==> config.mk <==
export PLATFORM = sky130hd
export DESIGN_NAME = wm_timer
export DESIGN_NICKNAME = d
export VERILOG_FILES = /design/src/rtl/wm_timer.sv
export SDC_FILE = /design/constraint.sdc
export NUM_CORES = 1
export LEC_CHECK = 0
export CAP_MARGIN = 20
export CORE_MARGIN = 2
export CORE_UTILIZATION = 40
export CTS_CLUSTER_SIZE = 14
export DETAILED_ROUTE_END_ITERATION = 16
export SYNTH_ARGS = -nofsm -noshare
export SYNTH_HDL_FRONTEND = slang
export SYNTH_SLANG_ARGS = --single-unit
==> constraint.sdc <==
create_clock -name clock -period 3 [get_ports clock]
set_clock_uncertainty 0.2 [all_clocks]
set_input_delay 0.6 -clock clock [delete_from_list [all_inputs] [get_ports clock]]
set_output_delay 0.6 -clock clock [all_outputs]
set_load 0.03 [all_outputs]
==> src/rtl/wm_timer.sv <==
// Phase timer for the washing-machine controller.
// Counts the cycles spent in each timed controller state. When a phase's
// duration expires, it raises that phase's completion flag. The flag stays
// high until the state changes or the timer is reset.
module wm_timer #(
  parameter int unsigned FILL_TIME  = 4,
  parameter int unsigned HEAT_TIME  = 4,
  parameter int unsigned WASH_TIME  = 6,
  parameter int unsigned RINSE_TIME = 5,
  parameter int unsigned SPIN_TIME  = 5,
  parameter int unsigned DRAIN_TIME = 3,
  parameter int unsigned CNT_WIDTH  = 8
) (
  input  logic       clock,
  input  logic       reset_n,
  input  logic [2:0] state,
  output logic       sig_Full,
  output logic       sig_Temperature,
  output logic       sig_Completed
);

  localparam int unsigned STATE_W = 3;

  localparam logic [STATE_W-1:0] ST_IDLE  = 3'd0;
  localparam logic [STATE_W-1:0] ST_FILL  = 3'd1;
  localparam logic [STATE_W-1:0] ST_HEAT  = 3'd2;
  localparam logic [STATE_W-1:0] ST_WASH  = 3'd3;
  localparam logic [STATE_W-1:0] ST_RINSE = 3'd4;
  localparam logic [STATE_W-1:0] ST_SPIN  = 3'd5;
  localparam logic [STATE_W-1:0] ST_DRAIN = 3'd6;
  localparam logic [STATE_W-1:0] ST_DONE  = 3'd7;

  localparam logic [CNT_WIDTH-1:0] FILL_T  = CNT_WIDTH'(FILL_TIME);
  localparam logic [CNT_WIDTH-1:0] HEAT_T  = CNT_WIDTH'(HEAT_TIME);
  localparam logic [CNT_WIDTH-1:0] WASH_T  = CNT_WIDTH'(WASH_TIME);
  localparam logic [CNT_WIDTH-1:0] RINSE_T = CNT_WIDTH'(RINSE_TIME);
  localparam logic [CNT_WIDTH-1:0] SPIN_T  = CNT_WIDTH'(SPIN_TIME);
  localparam logic [CNT_WIDTH-1:0] DRAIN_T = CNT_WIDTH'(DRAIN_TIME);

  logic [STATE_W-1:0]   prev_q, prev_d;
  logic [CNT_WIDTH-1:0] count_q, count_d;
  logic                 full_q, full_d;
  logic                 temp_q, temp_d;
  logic                 comp_q, comp_d;

  logic [CNT_WIDTH-1:0] dur_c;
  logic                 timed_c;
  logic                 entry_c;

  // Duration of the phase selected by the current state code; zero marks untimed states.
  always_comb begin
    dur_c = '0;
    case (state)
      ST_FILL:  dur_c = FILL_T;
      ST_HEAT:  dur_c = HEAT_T;
      ST_WASH:  dur_c = WASH_T;
      ST_RINSE: dur_c = RINSE_T;
      ST_SPIN:  dur_c = SPIN_T;
      ST_DRAIN: dur_c = DRAIN_T;
      ST_IDLE,
      ST_DONE:  dur_c = '0;
      default:  dur_c = '0;
    endcase
  end

  assign timed_c = (dur_c != '0);
  assign entry_c = (state != prev_q);

  // Next-state logic: restart on entry, count up to the duration and saturate there, then flag.
  always_comb begin
    prev_d  = prev_q;
    count_d = count_q;
    full_d  = 1'b0;
    temp_d  = 1'b0;
    comp_d  = 1'b0;

    if (entry_c) begin
      prev_d  = state;
      count_d = '0;
    end else if (!timed_c) begin
      count_d = '0;
    end else begin
      if (count_q < dur_c) begin
        count_d = count_q + CNT_WIDTH'(1);
      end
      if (count_d == dur_c) begin
        case (state)
          ST_FILL: full_d = 1'b1;
          ST_HEAT: temp_d = 1'b1;
          default: comp_d = 1'b1;
        endcase
      end
    end
  end

  // State, counter and output flops with synchronous active-low reset.
  always_ff @(posedge clock) begin
    if (!reset_n) begin
      prev_q  <= ST_IDLE;
      count_q <= '0;
      full_q  <= 1'b0;
      temp_q  <= 1'b0;
      comp_q  <= 1'b0;
    end else begin
      prev_q  <= prev_d;
      count_q <= count_d;
      full_q  <= full_d;
      temp_q  <= temp_d;
      comp_q  <= comp_d;
    end
  end

  assign sig_Full        = full_q;
  assign sig_Temperature = temp_q;
  assign sig_Completed   = comp_q;

endmodule

## Word level (Yosys, flattened, before mapping)

Memory sizes are Yosys's and may differ from the RTL's.
Cells that the tools add are included.

- Register bits after elaboration: 14
- ROM bits: 24
- Memories kept: 1
- Input port bits: 5

- Mux-type cells: 6
- Equality and inequality tests: 4
- Bitwise logic cells: 3
- Reduce and logical (&&, ||, !) cells: 4
- Magnitude comparators: 1
- Add/subtract/negate cells: 1

Memory list:

| name | depth | width | rd ports | clocked after Yosys merged registers in | write ports | RTL line | source |
|---|---|---|---|---|---|---|---|
| (no name shown) | 8 | 3 | 1 | 0 | 0 | 53 | `case (state)` |

Operators by type and width:

| kind | number |
|---|---|
| two-way mux 8 bit | 3 |
| adder 8 x 1 -> 8 bit (second input constant) | 1 |
| == test 8 bit | 1 |
| < comparator 8 bit | 1 |
| nonzero test 8 bit | 1 |
| OR reduction 4 bit | 1 |
| == test 3 x 1 -> 1 bit (second input constant) | 1 |
| == test 3 x 2 -> 1 bit (second input constant) | 1 |
| two-way mux 1 bit | 3 |
| inequality test 3 bit | 1 |
| NOT 1 bit | 3 |
| OR reduction 3 bit | 1 |
| OR reduction 2 bit | 1 |

## Logic depth before layout (Yosys ltp)

An unclocked memory read counts as a cell.

- Word-level depth: 8
- Depth in mapped cells: 10

## Worst setup path before layout

OpenSTA, ideal clock, no wires.

- Kind: input-to-reg
- Start: input state[1]
- End: register comp_q, in the netlist sig_Completed
- Path slack: 0.176 ns
- Data arrival time: 2.558 ns
- Stages: 9
- Buffers on the path: 1
- Library setup time: 0.066 ns
- Path through: buf_4 or3_1 nand2_1 ha_1 a211oi_1 and2_2 a21boi_1 or3b_2 a21boi_2

- Word-level cells in the longest chain between the ends: 8
- Elaborated cells on any way between the ends: 15
- Those cells by class: order compare: 1; eq/ne: 4; mux: 4; bitwise: 2; reduce/logical: 3; memory: 1

RTL lines:

| what | RTL line | source |
|---|---|---|
| from (decl) | 16 | `input logic [2:0] state,` |
| memory (8 x 3 bit) | - |  |
| < comparator 8 bit | 83 | `if (count_q < dur_c) begin` |
| two-way mux 8 bit | 83 |  |
| two-way mux 8 bit | 80 | `end else if (!timed_c) begin` |
| two-way mux 8 bit | 77 | `if (entry_c) begin` |
| == test 8 bit | 86 | `if (count_d == dur_c) begin` |
| NOT 1 bit (no line) | - |  |
| OR reduction 4 bit (no line) | - |  |
| to (signal assigned) | 109 | `comp_q <= comp_d;` |
| to (decl) | 44 | `logic comp_q, comp_d;` |

Parallel ways exist; a longest one is shown, timed or not. The select of a mux whose other input is x is not followed.
A chain may end at the register's enable or synchronous reset.

## Worst setup path in the final report

- Start: input state[0]
- End: register comp_q, in the netlist sig_Completed

The elaborated chain is that of the path after synthesis.

==> impl_metrics.toml <==
[yosys]
synthMuxAreaShare_pct = 3.67
synth_top_family_by_area = "simple AND/OR/NAND/NOR gates"
synth_simple_gate_area_share_pct = 32.7
syn_area_um2 = 818
synth_edf_count = 0
ys_dominant_reg_cell = "dfxtp_1"
async_reset_ff_share_pct = 0
syn_area_per_cell_um2 = 8.99
synth.area.top_cells = "dfxtp_1, and3_1, ha_1"
synth-seq-cells = 14
synth_fp_nets = 99
synthXorXnorAreaFrac_pct = 5.35
synthAdderAreaFrac_pct = 4.59
synth_area_leader_cell = "dfxtp_1"
yosys_warnings = 0
synth_compound_area_share_pct = 15.7
synth_cell_types = 44
synthCells = 91
yosysSeqAreaShare_pct = 34.3
yosysTopAreaCellShare_pct = 34.3

[setup_path]
critPathSlowestCell = "or3b_2"
crit_fanout = 4
crit_chain = "clkdlybuf4s50_1, or3_1, nand2_1, ha_1, a211oi_2, and2_2, buf_4, and3_1, or3b_2, a21boi_2"
cp_data_required_time_ns = 3.03
rr_worst_depth = 7
startpoint = "state[0]"
reg2reg_from = "count_q[2]"
cpPeakStageDelay_ns = 0.48
cp-start-kind = "input port"
arrival_ns = 2.93
cp-end-kind = "flop"
critPathKind = "in -> reg"

[sta]
finalHoldWorstSlack_ns = 0.290
finalSetupViolCount = 0
rsz0062_at_grt = "no"
fmax_ghz = 0.344
timing.final.crit_period_ns = 2.90
max_slew_margin_pct = 74.9
hold_viol_final = 0
worst_pin_slew_ns = 0.373
min_period_over_period_pct = 96.8
maxSlewViolCount = 0

[die]
core-area_um2 = 1940
fp.dieW_um = 49.2
start_util_pct = 42.1
num_rows = 16
io_pins = 8
dieArea_um2 = 2420
floorplan.die.height_um = 49.2

[clock_tree]
cts_buffer_depth = 2
cts.clk_slew.worst_paths_ns = 0.09
cts_tree = "done"
cts_sinks = 14
root_buffer = "clkbuf_4"
hold_buffers = 0
numCtsBuffers = 3
post_cts_buffers = 0
h-tree-depth = 1
clkLatencyLatePin_ns = 0.28
cts_resized = 0

[placement]
portBuffers = 7
placed_area_um2 = 1000
gp_congestion = 0.779
dp_hpwl_mm = 1.23
dp.cells = 134

[detailed_routing]
viasPerCell = 5.44
routed_wl_mm = 1.70
wl_per_cell_um = 12.3
drtIter0Drc = 23
first_pass_iters = 4
antenna_left = 0
via_count = 751
drc_errors = 0

[grt]
antenna_found_initial = 0
grtUsageTotal_pct = 15.5
grt_pass1_vias = 758
overflow = 0
grt_max_degree = 16
grt_pass1_wl_mm = 2.96

[final_layout]
final_cell_count_no_fill = 138
design_area_um2 = 1060
drive_gt1_share_pct = 24.3
insertedDiodeCount = 0
final_nets = 120
fin_util_pct = 54.5
area_growth_pct = 29.4

[pwr]
peakVddDrop_mv = 0.230
powerDensity_nw_per_um2 = 369
p_leak_nw = 0.470

[min_path]
min-delay-start = "count_q[7]"
hold_depth = 1
worstHoldPathType = "reg -> reg"

[flow_run]
maxCapViolations = 0

[run_status]
outcome = "finished, final reports clean"
-- cell usage after synthesis (2+ instances only) --
cell,count
buf_2,3
and2_1,3
or4_1,2
nand3_1,3
and3_1,6
ha_1,3
nand2b_1,2
nor2_1,6
a21oi_1,2
dfxtp_1,14
nand4b_1,2
mux2i_1,3
a211oi_1,2
xnor2_1,2
xor2_1,3
nand2_1,7
-- final cells by class --
type | instances | area (um^2)
Clock buffer | 4 | 36.3
Tap cell | 27 | 33.8
Timing Repair Buffer | 21 | 183
Sequential cell | 14 | 280
Multi-Input combinational cell | 71 | 522
Inverter | 1 | 3.75
Fill cell | 208 | 883
-- cells in the final DEF, fill, tap and decap left out, types with 3 or more instances in the layout --
cell              n
buf_4            12
nor2_1            6
clkbuf_4          3
dfxtp_1          14
xor2_1            3
and3_1            6
nand2_1           7
and2_1            3
clkdlybuf4s50_1   7
nand3_1           3
mux2i_1           3
ha_1              3
-- routing by layer --
| layer | wire length (um) | GRT usage [%] | vias to the layer above |
|---|---|---|---|
| li1 | - | - | 378 |
| met1 | 730 | 16.6 | 352 |
| met2 | 865 | 28.8 | 17 |
| met3 | 68 | 1.84 | 4 |
| met4 | 34 | 8.57 | 0 |
| met5 | 0 | 0 | - |
-- through the flow --
step                TNS [ns]  setup slack (ns)  total power [mW]
floorplan                  0             0.176             0.230
global placement      -0.457            -0.168             0.253
detailed placement    -0.586            -0.210             0.254
CTS                        0             0.116             0.395
global route               0           0.00461             0.413
finish                     0            0.0963             0.390
-- worst max-delay path: cells and delay by family --
family | cells | cell delay [ns]
simple gates | 5 | 1.37
fa+ha+maj | 1 | 0.16
buf+inv | 2 | 0.57
compound gates | 2 | 0.22
-- state kept, by name (all words and copies together), names as in the netlist --
register and cells:
sig_Temperature 1, sig_Full 1, sig_Completed 1, prev_q 3
count_q 8
-- kinds of logic (layout without fill, tap and decap cells) --
group                      after synthesis  count (layout)
adders and majority gates                3               3
xor gates and xnor gates                 5               5
and+or+nand+nor                         44              44
buffers and inverters                    6              26
DFF                                     14              14
AOI/OAI and AO/OA                       16              16
muxes                                    3               3
-- where the power goes --
part,switching (mW),internal (mW)
logic,0.0296,0.0323
clock network,0.0638,0.0739
registers,0.00234,0.188
total,0.0957,0.295
-- path summary, 6_finish.rpt --
kind                    to  slack (ns)
min             count_q[7]        0.29
min reg2reg     count_q[7]        0.29
max          sig_Completed         0.1
max reg2reg  sig_Completed        0.69
No activity file was read; power rests on OpenSTA's default activity.
